==> config.mk <==
export PLATFORM = sky130hd
export DESIGN_NAME = fifo_rd_stream
export DESIGN_NICKNAME = d
export VERILOG_FILES = /design/src/rtl/fifo_rd_stream.sv
export SDC_FILE = /design/constraint.sdc
export NUM_CORES = 1
export LEC_CHECK = 0
export BUFFER_PORTS_ARGS = -buffer_cell sky130_fd_sc_hd__clkbuf_2
export CAP_MARGIN = 25
export CELL_PAD_IN_SITES_DETAIL_PLACEMENT = 0
export CELL_PAD_IN_SITES_GLOBAL_PLACEMENT = 2
export CORE_AREA = 2 2 72 67
export CTS_CLUSTER_SIZE = 20
export DETAILED_ROUTE_END_ITERATION = 10
export DIE_AREA = 0 0 74 69
export PLACE_DENSITY_LB_ADDON = 0.1
export SLEW_MARGIN = 5
export SYNTH_ARGS = -nofsm -noshare
export SYNTH_HDL_FRONTEND = slang
export SYNTH_SLANG_ARGS = --single-unit
==> constraint.sdc <==
create_clock -name clk -period 3.8 [get_ports clk]
set_input_delay 0.76 -clock clk [delete_from_list [all_inputs] [get_ports clk]]
set_output_delay 0.76 -clock clk [all_outputs]
set_load 0.005 [all_outputs]
==> src/rtl/fifo_rd_stream.sv <==
// Read-side drain stage for the async FIFO: credit-based reads into a 3-entry capture
// buffer, presented as a packet-framed valid/ready stream. Optional stats: FIFO_RD_STREAM_STATS_EN.
module fifo_rd_stream #(
  parameter int WIDTH     = 8,
  parameter int PKT_LEN   = 4,
  parameter int CNT_WIDTH = 4
) (
  input  logic                 clk,
  input  logic                 rst_n,
  input  logic                 fifo_empty,
  output logic                 fifo_rd_en,
  input  logic [WIDTH-1:0]     fifo_r_data,
  output logic                 m_valid,
  input  logic                 m_ready,
  output logic [WIDTH-1:0]     m_data,
  output logic                 m_last,
  output logic [CNT_WIDTH-1:0] beat_cnt
`ifdef FIFO_RD_STREAM_STATS_EN
  ,
  output logic [15:0]          word_count,
  output logic [15:0]          stall_count
`endif
);

  typedef enum logic [1:0] {
    OCC_EMPTY = 2'd0,
    OCC_ONE   = 2'd1,
    OCC_TWO   = 2'd2,
    OCC_FULL  = 2'd3
  } occ_e;

  localparam logic [CNT_WIDTH-1:0] LAST_BEAT = CNT_WIDTH'(PKT_LEN - 1);

  occ_e             occ, occ_nxt;
  logic             inflight;
  logic [1:0]       wr_ptr, rd_ptr;
  logic [WIDTH-1:0] mem [3];
  logic             push, pop;

  function automatic logic [1:0] ptr_inc(input logic [1:0] p);
    return (p == 2'd2) ? 2'd0 : p + 2'd1;
  endfunction

  // A read is only issued when a buffer slot is guaranteed for its data, counting
  // the word already in flight; this is what removes any m_ready -> fifo_rd_en path.
  assign fifo_rd_en = rst_n & ~fifo_empty & (({1'b0, occ} + {2'b00, inflight}) < 3'd3);

  assign push   = inflight;
  assign pop    = m_valid & m_ready;
  assign m_data = mem[rd_ptr];
  assign m_last = m_valid & (beat_cnt == LAST_BEAT);

  always_comb begin
    occ_nxt = occ;
    if (push && !pop) begin
      case (occ)
        OCC_EMPTY: occ_nxt = OCC_ONE;
        OCC_ONE:   occ_nxt = OCC_TWO;
        default:   occ_nxt = OCC_FULL;
      endcase
    end else if (pop && !push) begin
      case (occ)
        OCC_FULL: occ_nxt = OCC_TWO;
        OCC_TWO:  occ_nxt = OCC_ONE;
        default:  occ_nxt = OCC_EMPTY;
      endcase
    end
  end

  always_ff @(posedge clk or negedge rst_n) begin
    if (!rst_n) begin
      occ      <= OCC_EMPTY;
      m_valid  <= 1'b0;
      inflight <= 1'b0;
      wr_ptr   <= '0;
      rd_ptr   <= '0;
      beat_cnt <= '0;
      for (int unsigned i = 0; i < 3; i++) mem[i] <= '0;
    end else begin
      occ      <= occ_nxt;
      m_valid  <= (occ_nxt != OCC_EMPTY);
      inflight <= fifo_rd_en;
      if (push) begin
        mem[wr_ptr] <= fifo_r_data;
        wr_ptr      <= ptr_inc(wr_ptr);
      end
      if (pop) begin
        rd_ptr   <= ptr_inc(rd_ptr);
        beat_cnt <= (beat_cnt == LAST_BEAT) ? '0 : beat_cnt + 1'b1;
      end
    end
  end

`ifdef FIFO_RD_STREAM_STATS_EN
  always_ff @(posedge clk or negedge rst_n) begin
    if (!rst_n) begin
      word_count  <= '0;
      stall_count <= '0;
    end else begin
      if (pop && word_count != '1) word_count <= word_count + 16'd1;
      if (m_valid && !m_ready && stall_count != '1) stall_count <= stall_count + 16'd1;
    end
  end
`endif

endmodule

==> impl_metrics.py <==
metrics = {
    "clock_network": {
        "post-cts-setup-buffers": 0,
        "clkLatencyLatePin_ns": 0.28,
        "cts_resized": 0,
        "htreeDepth": 2,
        "cts_buffer_depth": 2,
        "cts_buffers": 5,
        "clock-sinks": 36,
        "cts-root-buf": "clkbuf_8",
        "cts_tree": "done",
        "clkSlewWorstSetupHoldPaths_ns": 0.07,
        "cts_hold_buf": 0,
    },
    "setup_path": {
        "crit_top_cell": "ha_1",
        "path_cells": "ha_1 > ha_1 > a2111oi_0 > clkbuf_2",
        "arrival_ns": 1.95,
        "cp_top_family": "compound AO/OA/AOI/OAI gates",
        "worst_path_max_delay_cell": "a2111oi_0",
        "crit_path_end_kind": "primary output",
        "crit_fanout": 10,
        "crit_type": "flop to primary output",
        "cp.required_ns": 3.04,
        "cp_slowest_stage_delay_ns": 0.50,
        "worst-path-buf-inv": 1,
        "cp-start-kind": "flop",
    },
    "grt": {
        "grt_pass1_wl_um": 5600,
        "antenna_found_initial": 0,
        "grt_overflow_total": 0,
        "grt.total_usage_pct": 14.6,
        "grt_pass1_vias": 1178,
        "grt_max_degree": 37,
    },
    "run": {
        "drv_cap": 0,
    },
    "layout": {
        "final_common_cell": "dfrtp_1",
        "antennaDiodeCount": 0,
        "layout.nets": 174,
        "drive_gt1_share_pct": 38.8,
        "stdcell_count": 222,
        "final_cell_mix": "dfrtp_1 (36), mux2_2 (26), clkbuf_2 (26), o21ai_0 (11), nand2_1 (10)",
        "multiInputGateArea_um2": 676,
        "syn_to_final_growth_pct": 16.3,
        "utilization_pct": 43.7,
        "nFillCells": 420,
        "regArea_um2": 901,
    },
    "floorplan": {
        "initial_utilization_pct": 37.5,
        "die_w_um": 74,
        "die-area_mm2": 0.00511,
        "ios": 27,
        "fp.dieH_um": 69,
        "core_area_mm2": 0.00435,
        "rows": 23,
    },
    "synth": {
        "synth_area_per_cell_um2": 12.4,
        "synth_cell_type_count": 29,
        "synth_cells": 131,
        "ys_ff_latch": 36,
        "syn_area_mm2": 0.00163,
        "syn_nets": 146,
        "ys_seq_area_share_pct": 55.3,
        "yosys_warnings": 0,
    },
    "power": {
        "p_switching_w": 0.000480,
        "vdd_drop_max_uv": 271,
        "internal_power_w": 0.000993,
        "powerDensity_mw_per_mm2": 776,
        "leakage_nw": 0.878,
        "p_clk_share_pct": 18.8,
        "p_comb_share_pct": 33.7,
        "sw_frac_of_total_pct": 32.6,
        "pwr-share-seq_pct": 47.5,
    },
    "timing": {
        "clock_skew_ns": 0.00650,
        "final_max_slew_viol_count": 0,
        "tightest_slew_ns": 0.761,
        "slew_headroom_pct": 49.0,
        "final-hold-violation-count": 0,
        "setup_viol": 0,
        "setup_tns_ns": 0,
        "fmax_mhz": 369,
        "rsz0062_at_grt": "false",
        "fin_crit_sh_pct": 71.3,
        "period_needed_ns": 2.71,
    },
    "hold_path": {
        "hold_class": "flop to flop",
    },
    "drt": {
        "vias": 1084,
        "via_per_inst": 4.88,
        "drcViolationCount": 0,
        "wl_per_cell_um": 14.5,
        "first_pass_iters": 4,
        "drt_iter0_drc": 78,
        "dr_wl_met3_um": 111,
        "antenna_left": 0,
        "highest_layer": "met4",
        "wl_met1_um": 1590,
        "wl_met2_um": 1480,
        "routed_wl_um": 3230,
    },
    "outcome": {
        "status": "finished, final reports clean",
    },
    "placement": {
        "post-place-cells": 214,
        "dpl.hpwl_um": 2130,
        "io_buffers": 26,
        "globalplace.congestion": 0.691,
    },
}
## layout make-up
type | instances | share of cell area (%)
Multi-Input combinational cell | 85 | 35.6
Sequential cell | 36 | 47.5
Timing Repair Buffer | 27 | 7.26
Inverter | 4 | 0.792
Tap cell | 62 | 4.09
Clock buffer | 8 | 4.75
## stage by stage
stage / hold WS [ns] / instance area (µm²) / setup slack, ns / power (W)
after detailed placement: 0.495 / 1810 / 1.35 / 0.00121
after floorplan: 0.464 / 1630 / 1.63 / 0.00102
after CTS: 0.513 / 1900 / 1.04 / 0.00149
after global placement: 0.486 / 1810 / 1.42 / 0.00119
final: 0.510 / 1900 / 1.09 / 0.00147
after global routing: 0.526 / 1900 / 0.835 / 0.00161
## logic make-up after synthesis
kind of cell / count (synthesis) / share of synthesized area [%]
DFF: 36 / 55.3
muxes: 34 / 22.9
AOI/OAI and AO/OA: 21 / 7.83
and+or+nand+nor: 25 / 7.37
xor gates and xnor gates: 2 / 1.07
adders and majority gates: 3 / 2.30
buffers and inverters: 10 / 3.30
## cells in the mapped netlist
cell,count,area [µm²]
a2111oi_0,1,8.76
a211oi_1,1,7.51
a21o_1,3,22.5
a21oi_1,3,15.0
and2_1,1,6.26
and3_1,1,6.26
buf_1,1,3.75
buf_2,1,5.00
buf_6,2,22.5
clkbuf_1,2,7.51
dfrtp_1,36,901
ha_1,3,37.5
inv_1,3,11.3
inv_2,1,3.75
mux2_2,26,293
mux2i_1,8,80.1
nand2_1,10,37.5
nand2b_1,1,6.26
nand3_1,3,15.0
nor2_1,4,15.0
nor2b_1,1,6.26
nor3_1,1,5.00
nor3_2,1,10.0
o21ai_0,11,55.1
o21bai_1,1,7.51
o221a_2,1,11.3
or3_1,2,12.5
xnor2_1,1,8.76
xor2_1,1,8.76
## routing by layer
layer,track usage (%),up-vias
met5,0,-
met4,4.85,0
met3,4.39,5
met2,21.6,22
met1,20.1,539
li1,-,518
## worst paths after layout
path | startpoint | to | slack, ns | cells past startpoint
setup reg to reg | inflight$_DFF_PN0_ | mem[19]$_DFFE_PN0P_ | 2.10 | 3
max in group asynchronous | rst_n | wr_ptr[0]$_DFFE_PN0P_ | 2.90 | 2
min in group asynchronous | rst_n | mem[6]$_DFFE_PN0P_ | 0.56 | 2
hold / removal | mem[19]$_DFFE_PN0P_ | mem[19]$_DFFE_PN0P_ | 0.51 | 1
setup / recovery | inflight$_DFF_PN0_ | fifo_rd_en | 1.09 | 4
hold reg to reg | mem[19]$_DFFE_PN0P_ | mem[19]$_DFFE_PN0P_ | 0.51 | 1
## state kept, by name (all words and copies together) (netlist names)
name and count:
beat_cnt 4, mem 24, m_valid 1, rd_ptr 2, occ 2, inflight 1
wr_ptr 2
## power groups by stage
| stage | combinational, W | sequential [W] | clock [W] |
|---|---|---|---|
| after floorplan | 0.000378 | 0.000643 | 0 |
| after global placement | 0.000490 | 0.000699 | 0 |
| after detailed placement | 0.000505 | 0.000706 | 0 |
| after CTS | 0.000507 | 0.000698 | 0.000290 |
| after global routing | 0.000576 | 0.000726 | 0.000308 |
| final | 0.000497 | 0.000699 | 0.000277 |
Note: power is estimated with default switching activity, not from simulation.
